===== src/rtl/exc_pkg.sv =====
// Shared definitions for the exception sequencer: cause codes, default
// vector addresses and the sequencer state encoding.
package exc_pkg;

  typedef enum logic [1:0] {
    CAUSE_NONE   = 2'b00,
    CAUSE_OPCODE = 2'b01,
    CAUSE_OVF    = 2'b10,
    CAUSE_DIV0   = 2'b11
  } cause_e;

  localparam logic [31:0] VEC_OPCODE_DEF = 32'd253;
  localparam logic [31:0] VEC_OVF_DEF    = 32'd254;
  localparam logic [31:0] VEC_DIV0_DEF   = 32'd255;

  typedef enum logic [1:0] {
    IDLE = 2'b00,
    ADDR = 2'b01,
    WAIT = 2'b10,
    LOAD = 2'b11
  } state_e;

endpackage


===== src/rtl/exc_prio_enc.sv =====
// Combinational priority encoder: opcode_invalid > div_zero > overflow,
// producing the cause code and the matching vector address.
module exc_prio_enc
  import exc_pkg::*;
#(
  parameter logic [31:0] VEC_OPCODE = VEC_OPCODE_DEF,
  parameter logic [31:0] VEC_OVF    = VEC_OVF_DEF,
  parameter logic [31:0] VEC_DIV0   = VEC_DIV0_DEF
) (
  input  logic        opcode_invalid,
  input  logic        overflow,
  input  logic        div_zero,
  output logic        hit,
  output logic [1:0]  cause,
  output logic [31:0] vec
);

  always_comb begin
    hit   = opcode_invalid | div_zero | overflow;
    cause = CAUSE_NONE;
    vec   = '0;
    if (opcode_invalid) begin
      cause = CAUSE_OPCODE;
      vec   = VEC_OPCODE;
    end else if (div_zero) begin
      cause = CAUSE_DIV0;
      vec   = VEC_DIV0;
    end else if (overflow) begin
      cause = CAUSE_OVF;
      vec   = VEC_OVF;
    end
  end

endmodule


===== src/rtl/exc_ctrl.sv =====
// Exception sequencer: latches cause/vector/EPC on a trigger, drives the
// vector address, waits MEM_WAIT cycles for memory, then loads the PC.
module exc_ctrl
  import exc_pkg::*;
#(
  parameter int unsigned MEM_WAIT   = 2,
  parameter logic [31:0] VEC_OPCODE = VEC_OPCODE_DEF,
  parameter logic [31:0] VEC_OVF    = VEC_OVF_DEF,
  parameter logic [31:0] VEC_DIV0   = VEC_DIV0_DEF
) (
  input  logic        clk,
  input  logic        reset,
  input  logic        exc_en,
  input  logic        opcode_invalid,
  input  logic        overflow,
  input  logic        div_zero,
  input  logic [31:0] pc_in,
  input  logic [31:0] mem_data,
  output logic [31:0] excpt_out,
  output logic        iord_exc,
  output logic        epc_write,
  output logic [31:0] epc_out,
  output logic        pc_load,
  output logic [31:0] pc_next,
  output logic [1:0]  cause,
  output logic        busy
);

  localparam logic [3:0] WAIT_INIT = 4'(MEM_WAIT - 1);

  state_e      state_q, state_d;
  logic [3:0]  cnt_q, cnt_d;
  logic [31:0] epc_q, epc_d;
  logic [31:0] vec_q, vec_d;
  logic [1:0]  cause_q, cause_d;

  logic        enc_hit;
  logic [1:0]  enc_cause;
  logic [31:0] enc_vec;

  // Only the handler byte is consumed from the memory word.
  logic        mem_hi_unused;
  assign mem_hi_unused = |mem_data[31:8];

  exc_prio_enc #(
    .VEC_OPCODE (VEC_OPCODE),
    .VEC_OVF    (VEC_OVF),
    .VEC_DIV0   (VEC_DIV0)
  ) u_prio_enc (
    .opcode_invalid (opcode_invalid),
    .overflow       (overflow),
    .div_zero       (div_zero),
    .hit            (enc_hit),
    .cause          (enc_cause),
    .vec            (enc_vec)
  );

  always_comb begin
    state_d   = state_q;
    cnt_d     = cnt_q;
    epc_d     = epc_q;
    vec_d     = vec_q;
    cause_d   = cause_q;
    excpt_out = '0;
    iord_exc  = 1'b0;
    epc_write = 1'b0;
    pc_load   = 1'b0;
    pc_next   = '0;
    case (state_q)
      IDLE: begin
        if (exc_en && enc_hit) begin
          state_d = ADDR;
          cause_d = enc_cause;
          vec_d   = enc_vec;
          epc_d   = pc_in - 32'd4;
        end
      end
      ADDR: begin
        iord_exc  = 1'b1;
        excpt_out = vec_q;
        epc_write = 1'b1;
        cnt_d     = WAIT_INIT;
        state_d   = WAIT;
      end
      WAIT: begin
        iord_exc  = 1'b1;
        excpt_out = vec_q;
        if (cnt_q == 4'd0) begin
          state_d = LOAD;
        end else begin
          cnt_d = cnt_q - 4'd1;
        end
      end
      LOAD: begin
        // Selector stays forced so mem_data still reflects the vector read.
        iord_exc  = 1'b1;
        excpt_out = vec_q;
        pc_load   = 1'b1;
        pc_next   = {24'b0, mem_data[7:0]};
        state_d   = IDLE;
      end
      default: state_d = IDLE;
    endcase
  end

  always_ff @(posedge clk) begin
    if (reset) begin
      state_q <= IDLE;
      cnt_q   <= '0;
      epc_q   <= '0;
      vec_q   <= '0;
      cause_q <= CAUSE_NONE;
    end else begin
      state_q <= state_d;
      cnt_q   <= cnt_d;
      epc_q   <= epc_d;
      vec_q   <= vec_d;
      cause_q <= cause_d;
    end
  end

  assign epc_out = epc_q;
  assign cause   = cause_q;
  assign busy    = (state_q != IDLE);

endmodule


===== config.mk =====
export PLATFORM = sky130hd
export DESIGN_NAME = exc_ctrl
export DESIGN_NICKNAME = d
export VERILOG_FILES = /design/src/rtl/exc_pkg.sv /design/src/rtl/exc_prio_enc.sv /design/src/rtl/exc_ctrl.sv
export SDC_FILE = /design/constraint.sdc
export NUM_CORES = 1
export LEC_CHECK = 0
export BUFFER_PORTS_ARGS = -buffer_cell sky130_fd_sc_hd__buf_2
export CORE_MARGIN = 1.5
export CORE_UTILIZATION = 39
export DETAILED_ROUTE_END_ITERATION = 8
export PLACE_DENSITY = 0.81
export REMOVE_ABC_BUFFERS = 1
export SLEW_MARGIN = 10
export SYNTH_ARGS = -nofsm -noshare
export SYNTH_HDL_FRONTEND = slang
export SYNTH_SLANG_ARGS = --single-unit

===== constraint.sdc =====
create_clock -name clk -period 1.8 [get_ports clk]
set_input_delay 0.27 -clock clk [delete_from_list [all_inputs] [get_ports clk]]
set_output_delay 0.27 -clock clk [all_outputs]
set_load 0.005 [all_outputs]

**Word level (Yosys, flattened, before mapping)**

Index checks and enable logic that the tools add are counted.

- $add $sub $neg: 2
- Bitwise gates (word level): 2
- Reductions and logical operators: 9
- Multiplexer cells: 16
- Eq/ne operators: 6

Operators by type and width:

| kind | number |
|---|---|
| 32-bit 2-to-1 mux | 3 |
| 32-bit by 3-bit subtractor with 32-bit output, second input constant | 1 |
| 8-bit 2-to-1 mux | 2 |
| 2-bit 2-to-1 mux | 5 |
| 2-bit one-hot mux with 4 select lines | 1 |
| 4-bit one-hot mux with 2 select lines | 1 |
| 2-bit != test, second input constant | 3 |
| 2-bit AND reduction | 3 |
| 2-bit equality test, second input constant | 2 |
| 4-bit logical NOT | 1 |
| 4-bit 2-to-1 mux | 1 |
| 2-bit nonzero test | 2 |
| 4-bit by 1-bit subtractor with 4-bit output, second input constant | 1 |
| 1-bit 2-to-1 mux | 3 |
| 3-bit OR reduction | 1 |
| 2-bit by 1-bit equality test with 1-bit output, second input constant | 1 |
| 2-bit logical NOT | 1 |
| 1-bit bitwise OR | 2 |
| 1-bit logical AND | 1 |

- Register bits: 72
- Output and inout bits: 102
- Input port bits: 70

**Logic depth before layout (Yosys ltp)**

Gate-level depths: netlist of run 1.

- Depth after elaboration: 5
- Depth in mapped cells: 8

**Hierarchy**

A second synthesis of run 1 with hierarchy kept.

- Cell total of the unflattened synthesis: 483
- Area, all modules: 3925.0 µm²

By module, submodules not included:

| module | times used | cells an instance | area each (µm²) |
|---|---|---|---|
| exc_ctrl | 1 | 447 | 3659.8 |
| exc_prio_enc | 1 | 36 | 265.3 |

**Worst setup path before layout of run 1**

Ideal clock, no wire load.

- Kind: flip-flop to flip-flop
- Start point: register state_q[0]
- End point: register epc_q[31] (netlist: epc_out[31])
- Required time: 1.721 ns
- Period minus slack after synthesis: 1.704 ns
- Data arrival time: 1.625 ns
- Path slack: 0.096 ns
- Path buffers: 3
- Library setup time: 0.079 ns
- Stages on the path, launching flop included: 9
- Path through: dfxtp_1 > inv_1 > ha_1 > buf_2 > and3_1 > clkbuf_1 > clkbuf_1 > nor2_1 > a211oi_2

- Longest elaborated chain between the ends: 2

Ends and longest elaborated chain:

| element | line | RTL |
|---|---|---|
| start: declaration | exc_ctrl.sv:31 | `state_e state_q, state_d;` |
| start signal: assignment | exc_ctrl.sv:114 | `state_q <= state_d;` |
| 2-bit logical NOT | exc_ctrl.sv:69 | `case (state_q)` |
| 2-bit AND reduction (no line) | n/a |  |
| end signal: assignment | exc_ctrl.sv:116 | `epc_q <= epc_d;` |
| end: declaration | exc_ctrl.sv:33 | `logic [31:0] epc_q, epc_d;` |

Every way passes these cells.
A chain may end at the register's enable or synchronous reset.

**Final worst setup path of run 1**

- Start point: register state_q[1]
- End point: register epc_q[23] (netlist: epc_out[23])

The elaborated chain is that of the path after synthesis.

==> results.txt, run 1 <==
nets = 489
IO Pins = 172
Worst Skew = 0.00589 ns
Die Wd = 86.2 um
largest family of logic cells by synthesized area = simple AND/OR/NAND/NOR gates
Clk network pwr share = 17.8%
filler-free cell count of the finished design = 492
Vias/cell = 4.83
EDFF count, synth = 0
share of cells above drive strength 1 = 34.7%
hold slack = 0.216 ns
storage element area = 821 sq um
Routed Antenna Nets = 0
Worst-path clk slew = 0.08 ns
synth unique cells = 41
1st-iter DRT viols = 37
syn avg cell area = 8.58 sq um
Main synth FF type = dfxtp_1
# diodes = 0
RD Place Congestion = 0.741
initial antenna violation count = 0
cell taking the most area after synthesis = dfxtp_1
share of the synthesized area in the top cell type = 30.4%
Die H = 86.2 um
Synth Warn # = 0
DP Wirelength = 4650 um
CP Max Fanout = 32
Post-Synthesis Cells = 315
post-synthesis async set-or-reset flop share = 0%
synthesized area = 2700 sq um
RSZ-0062 raised after global routing = false
Worst Min Path Start = opcode_invalid
Post-synth top cells = buf_4, nor2_1, dfxtp_1, a211oi_1, xnor2_1
Final Critical Period = 1.67 ns
Residual DRC = 0
CTS buffer count = 5
post-synthesis mux area share = 0.787%
fillers = 668
first-pass GRT wire length = 9410 um
post-synthesis adder-cell area fraction = 3.24%
number of placed instances, taps included = 484
dpl ws = -0.0520 ns
Switching Fraction = 37.2%
worst hold path class = in -> reg
crit path DAT = 1.86 ns
Max H-tree Level = 2
Core ar. = 6760 sq um
R2R Path Start = state_q[1]$_SDFFE_PP0P_
Crit. Startpoint = state_q[1]$_SDFFE_PP0P_
status = finished clean
Area growth, synth to finish = 19.3%
worst-skew pair later-pin latency = 0.29 ns
compound-cell area share of the yosys netlist = 12.3%
# port buffers = 99
main area contributors after synthesis = dfxtp_1, buf_4, nor2_1, xnor2_1, a211oi_1
final slew viol count = 0
clock tree buffer depth = 2
Setup crit start kind = flop
vias in the first global route = 2,025
Synth Register Bits = 41
DR pass1 iterations = 4
Starting Density = 40.0%
# clock sinks = 41
VDD IR-drop max = 0.000345 V
final WL = 6250 um
Wirelength per Cell = 12.7 um
Pwr per Cell Area = 1070 nW/um^2
CTS tree = yes
Seq/Total Area, Yosys = 30.4%
P_int = 2.16 mW
Crit. End Element = flop
fin util = 47.7%
Setup CP Type = reg -> reg
FP Rows = 30
logic gate share of total power = 43.8%
multi-input logic area = 1570 sq um
grt ovf = 0
Simple-Gate Fraction of Synth Area = 26.4%
largest net degree at the start of global routing = 65
final setup fails = 0
Final Hold Fails = 0
Leak = 1.50 nW
max cap viols = 0
worst endpoint required time = 1.99 ns
fin crit share = 92.9%
clock root cell = clkbuf_8
count leader, synth = buf_4
Synth Area in XOR/XNOR = 8.43%
Total GRT Usage = 15.8%
Vias = 2,375
NetSw = 1.28 mW
fmax = 598 MHz
Reg power frac = 38.4%
min setup slack post-route = 0.127 ns
Pwr Total = 3.44 mW
Die Area = 7440 sq um
[stage by stage]
stage | TNS (ns) | area (sq um)
2_1_floorplan | -19.31 | 2410
4_1_cts | 0 | 3200
3_5_place_dp | -0.135 | 3110
6_report | 0 | 3220
3_3_place_gp | 0 | 3110
5_1_grt | 0 | 3220
[area by class of cell]
cell class                 count  area share (%)
timing repair buffer         112            19.3
tap                           80            3.10
clock buffer                   7            2.68
multi-input combinational    245            48.6
sequential                    41            25.5
inverter                       7           0.815
[flip-flops by register name, indices dropped and copies added (netlist names)]
| name | cells |
|---|---|
| epc_out | 32 |
| cnt_q | 4 |
| state_q | 2 |
| vec_q | 2 |
| cause | 1 |
[path summary, 6_finish.rpt]
path	to	slack [ns]	cells past startpoint
max	epc_out[23]$_SDFFE_PP0P_	0.13	6
max reg2reg	epc_out[23]$_SDFFE_PP0P_	0.13	6
min	vec_q[1]$_SDFFE_PP0P_	0.22	2
min reg2reg	epc_out[0]$_SDFFE_PP0P_	0.45	2
[critical path: stages, from the launching register on]
cell      delay, ns
dfxtp_1        0.34
inv_1          0.09
ha_2           0.28
and3_2         0.29
buf_12         0.20
nor2_1         0.06
a311oi_1       0.29
[power by group through the flow]
stage	sequential [mW]	clock, mW	combinational (mW)
2_1_floorplan	1.35	0	0.807
3_3_place_gp	1.32	0	1.39
3_5_place_dp	1.34	0	1.44
4_1_cts	1.32	0.642	1.45
5_1_grt	1.36	0.692	1.70
6_report	1.32	0.611	1.51
[routing by layer]
metal  up-vias  GRT usage (%)  wire (um)
met3         2           4.95        466
li1       1164              -          -
met2       106           29.6       3150
met4         0           3.08         15
met5         -              0          0
met1      1103           17.7       2610
[timing repair]
item	4_1_cts	5_1_grt
gates cloned	0	1
endpoints found under the setup margin	6	37
setup buffers	0	0
pin swaps	0	0
hold endpoints to repair	0	0
resized for setup	1	1
hold buffers	0	0
[cells in the final DEF, fill, tap and decap left out, types with 2 or more instances in the layout]
| master | n |
|---|---|
| nor4_4 | 3 |
| a311oi_1 | 4 |
| inv_1 | 7 |
| ha_1 | 6 |
| and2_1 | 8 |
| nor4_1 | 3 |
| xor2_1 | 7 |
| nand2_1 | 14 |
| buf_2 | 99 |
| dfxtp_1 | 41 |
| nor4_2 | 4 |
| or3_1 | 5 |
| xnor2_1 | 19 |
| a211oi_1 | 21 |
| conb_1 | 48 |
| nor2b_1 | 4 |
| clkbuf_8 | 6 |
| nor3_1 | 13 |
| a211oi_2 | 7 |
| nand3_1 | 7 |
| a21oi_1 | 4 |
| nor2_1 | 48 |
| buf_4 | 11 |
| o21ai_0 | 2 |
[cell families (layout without fill, tap and decap cells)]
| logic type | Yosys count | after routing |
|---|---|---|
| buffers and inverters | 76 | 126 |
| flip-flops | 41 | 41 |
| XOR/XNOR | 26 | 26 |
| AND/OR/NAND/NOR | 121 | 121 |
| other | 1 | 48 |
| AO/OA/AOI/OAI | 41 | 41 |
| multiplexers | 2 | 2 |
| adder cells (fa/ha/maj) | 7 | 7 |
(Power assumes the default switching activity.)
==> inputs of run 2 (changes only) <==
==> constraint.sdc (replaced) <==
create_clock -name clk -period 1.8 [get_ports clk]
set_input_delay 0.09 -clock clk [delete_from_list [all_inputs] [get_ports clk]]
set_output_delay 0.09 -clock clk [all_outputs]
set_load 0.005 [all_outputs]
==> run 2 against run 1 <==
Effect of this change: clock skew is 0.00093 ns lower; non-clock buffer count stayed put; critical path type is now reg -> out; hold slack worse by 0.19 ns; largest power group unchanged; combinational power hardly changed; first-iteration DRC count is 92% higher; largest cell class unchanged; cell area is 0.23% lower; setup slack better by 0.090 ns; sequential power hardly changed.
==> results.txt, run 2 (synthesis gave the netlist of run 1 again) <==
status = finished clean
grt ovf = 0
Die H = 86.2 um
share of cells above drive strength 1 = 34.5%
initial antenna violation count = 0
Leak = 1.49 nW
Max H-tree Level = 2
final slew viol count = 0
Worst Skew = 0.00496 ns
worst-margin pin slew = 0.548 ns
RSZ-0062 raised after global routing = false
fillers = 671
Crit. End Element = primary output
Die Area = 7440 sq um
first-pass GRT wire length = 9120 um
Worst-path clk slew = 0.07 ns
Hold Buf Count CTS = 0
final WL = 5680 um
Slew Limit Headroom = 63.5%
max layer used = met4
placed instance area = 3130 sq um
WL met3 = 378 um
Residual DRC = 0
worst-skew pair later-pin latency = 0.28 ns
DR pass1 iterations = 5
Post-CTS Resized = 0
Setup CP Type = reg -> out
FP Rows = 30
Area growth, synth to finish = 19.0%
Pwr per Cell Area = 1050 nW/um^2
CTS buffer count = 5
Routed Antenna Nets = 0
CP Max Fanout = 7
Core ar. = 6760 sq um
post-CTS setup buffers = 0
Starting Density = 40.0%
Wirelength per Cell = 11.5 um
fin util = 47.6%
design area = 3220 sq um
clock root cell = clkbuf_8
vias in the first global route = 2,034
Met1 Wirelength = 2370 um
Final Critical Period = 1.58 ns
DP Wirelength = 4580 um
Vias = 2,309
number of flip-flops in the largest register = 32
final setup fails = 0
fmax = 632 MHz
# diodes = 0
CTS tree = yes
IO Pins = 172
met2 wire length = 2910 um
Final Hold Fails = 0
crit path DAT = 1.49 ns
most frequent cells in the layout = buf_2, nor2_1, conb_1
Setup crit start kind = flop
Vias/cell = 4.69
commonest non-fill, non-tap cell in the layout = buf_2
worst hold path class = in -> reg
Die Wd = 86.2 um
fin crit share = 87.9%
# port buffers = 99
1st-iter DRT viols = 71
worst endpoint required time = 1.71 ns
max cap viols = 0
nets = 489
# clock sinks = 41
RD Place Congestion = 0.743
Total GRT Usage = 15.2%
VDD IR-drop max = 0.000356 V
clock tree buffer depth = 2
largest net degree at the start of global routing = 33
run 2: changes by cell type in the layout (fill, tap and decap cells not counted):
cell	previous run	this run
clkbuf_16	1	0
buf_12	1	2
ha_2	1	0
ha_1	6	7
run 2: final cells by class:
| class | count | area, sq um | area share (%) |
|---|---|---|---|
| multi-input combinational | 245 | 1570 | 48.7 |
| sequential | 41 | 821 | 25.5 |
| timing repair buffer | 112 | 618 | 19.2 |
| tap | 80 | 100 | 3.11 |
| clock buffer | 7 | 86.3 | 2.68 |
| inverter | 7 | 26.3 | 0.817 |
run 2: path summary, 6_finish.rpt:
kind	from	end	slack, ns	depth (start not counted)
worst max register to register	state_q[0]$_SDFFE_PP0P_	state_q[1]$_SDFFE_PP0P_	0.23	7
worst min register to register	epc_out[0]$_SDFFE_PP0P_	epc_out[0]$_SDFFE_PP0P_	0.45	2
worst min-delay path	opcode_invalid	vec_q[1]$_SDFFE_PP0P_	0.03	2
worst max-delay path	state_q[0]$_SDFFE_PP0P_	excpt_out[5]	0.22	5
run 2: power breakdown:
group	total (mW)	leakage [nW]	switching [mW]	internal, mW
Sequential	1.32	0.338	0.144	1.17
Clock	0.597	0.0443	0.292	0.304
Combinational	1.48	1.11	0.793	0.684
Total	3.39	1.49	1.23	2.16
run 2: worst max-delay path, stage by stage, from the launching register on:
cell	delay (ns)
dfxtp_1	0.38
inv_1	0.09
ha_1	0.24
buf_4	0.17
nor2b_2	0.19
buf_2	0.15
run 2: layer usage:
| metal | global-route usage (%) | vias to the layer above |
|---|---|---|
| met5 | 0 | - |
| li1 | - | 1170 |
| met3 | 4.57 | 2 |
| met1 | 17.6 | 1042 |
| met4 | 3.08 | 0 |
| met2 | 27.6 | 95 |
run 2: metrics by stage:
step | power (mW) | TNS (ns) | hold WS (ns) | worst slack [ns] | std cells
floorplan | 2.16 | -19.31 | 0.155 | -0.599 | 293
global placement | 2.77 | 0 | 0.315 | 0.107 | 485
detailed placement | 2.83 | 0 | 0.320 | 0.0756 | 485
CTS | 3.44 | 0 | 0.0147 | 0.0776 | 492
global route | 3.69 | 0 | 0.0158 | 0.0573 | 492
finish | 3.39 | 0 | 0.0275 | 0.218 | 492
==> inputs of run 3 (changes only) <==
==> constraint.sdc (replaced) <==
create_clock -name clk -period 1.8 [get_ports clk]
set_input_delay 0.18 -clock clk [delete_from_list [all_inputs] [get_ports clk]]
set_output_delay 0.18 -clock clk [all_outputs]
set_load 0.005 [all_outputs]
==> run 3 against run 2 <==
Effect of this change: register-to-register slack got worse by 0.08 ns; critical path depth decreased by 1; hold slack better by 0.071 ns; clock-buffer cell count unchanged; combinational power barely moved.
==> results.txt, run 3 (synthesis gave the netlist of run 1 again) <==
critical path cell sequence = inv_1 -> ha_2 -> nor2b_1 -> buf_2
clock root cell = clkbuf_8
fmax = 603 MHz
Pwr Total = 3.49 mW
Setup crit start kind = flop
Core ar. = 6760 sq um
Final Critical Period = 1.66 ns
dpl ws = 0.0120 ns
share of cells above drive strength 1 = 34.7%
status = finished clean
worst-skew pair later-pin latency = 0.29 ns
Worst Hold Depth = 2
Routed Antenna Nets = 0
TNS Setup = 0 ns
Total GRT Usage = 15.0%
DP Wirelength = 4350 um
Max H-tree Level = 2
Starting Density = 40.0%
IO Pins = 172
# port buffers = 99
Worst Min Path Start = opcode_invalid
DR pass1 iterations = 4
design area = 3230 sq um
Final Hold Fails = 0
crit path DAT = 1.48 ns
GRT busiest layer = met2
fin crit share = 92.2%
hold slack = 0.0990 ns
# diodes = 0
placed instance area = 3100 sq um
Die H = 86.2 um
Critical-path top delay cell = dfxtp_1
Area growth, synth to finish = 19.5%
clock tree buffer depth = 2
1st-iter DRT viols = 83
CTS buffer count = 5
Worst Path Buf+Inv = 2
Pwr per Cell Area = 1080 nW/um^2
Hold Buf Count CTS = 0
RSZ-0062 raised after global routing = false
final WL = 6010 um
# clock sinks = 41
first-pass GRT wire length = 9030 um
worst hold path class = in -> reg
Vias/cell = 4.78
number of placed instances, taps included = 483
max cap viols = 0
hold path endpoint = vec_q[1]$_SDFFE_PP0P_
R2R cell count = 6
FF-to-FF End = epc_out[23]$_SDFFE_PP0P_
CTS tree = yes
GR Util met3 = 4.00%
Die Wd = 86.2 um
Worst Skew = 0.00243 ns
Vias = 2,353
Setup CP Type = reg -> out
met1 usage = 16.2%
largest net degree at the start of global routing = 65
commonest non-fill, non-tap cell in the layout = buf_2
Worst-path clk slew = 0.08 ns
final slew viol count = 0
Largest stage delay, worst path = 0.39 ns
min setup slack post-route = 0.141 ns
CP Max Fanout = 10
vias in the first global route = 2,111
nets = 488
GRT met2 Usage = 28.7%
VDD IR-drop max = 0.000499 V
R2R Setup Slk = 0.15 ns
grt ovf = 0
final setup fails = 0
Leak = 1.50 nW
fin util = 47.8%
R2R Path Start = state_q[0]$_SDFFE_PP0P_
number of flip-flops in the largest register = 32
FP Rows = 30
Residual DRC = 0
RD Place Congestion = 0.744
most frequent cells in the layout = buf_2, nor2_1, conb_1
Die Area = 7440 sq um
Wirelength per Cell = 12.2 um
initial antenna violation count = 0
worst endpoint required time = 1.62 ns
filler-free cell count of the finished design = 492
Crit. End Element = primary output
CP delay by family, top = flip-flops
## run 3: worst max path at each step
stage	start	endpoint	slack (ns)	cells after the start
after floorplan	state_q[0]$_SDFFE_PP0P_	epc_out[21]$_SDFFE_PP0P_	-0.60	5
after global placement	pc_in[2]	epc_out[22]$_SDFFE_PP0P_	0.08	8
after detailed placement	state_q[0]$_SDFFE_PP0P_	epc_out[23]$_SDFFE_PP0P_	0.01	6
after CTS	state_q[0]$_SDFFE_PP0P_	epc_out[23]$_SDFFE_PP0P_	0.01	6
after global routing	state_q[0]$_SDFFE_PP0P_	excpt_out[4]	0.008	4
final	state_q[0]$_SDFFE_PP0P_	excpt_out[5]	0.14	4
## run 3: what timing repair did
item	CTS	global route
buffers inserted	0	0
endpoints found under the setup margin	0	27
gates resized for setup	0	1
## run 3: area by class of cell
type,instances,area [sq um]
fillers,681,3530
multi-input cells,245,1570
flip-flops and latches,41,821
repair buffers,111,616
well taps,80,100
clock buffers,7,96.3
inverters,7,26.3
clock inverters,1,5.00
## run 3: per-layer routing
| metal | wire length [um] | part of all wire, % |
|---|---|---|
| met3 | 445 | 7.4 |
| met1 | 2540 | 42 |
| met2 | 2960 | 49 |
| met4 | 52 | 0.87 |
| met5 | 0 | 0 |
## run 3: power by group
group	leakage [nW]	switching, mW	total (mW)	internal [mW]
Clock	0.0542	0.329	0.677	0.347
Sequential	0.338	0.143	1.32	1.17
Combinational	1.11	0.818	1.50	0.679
Total	1.50	1.29	3.49	2.20
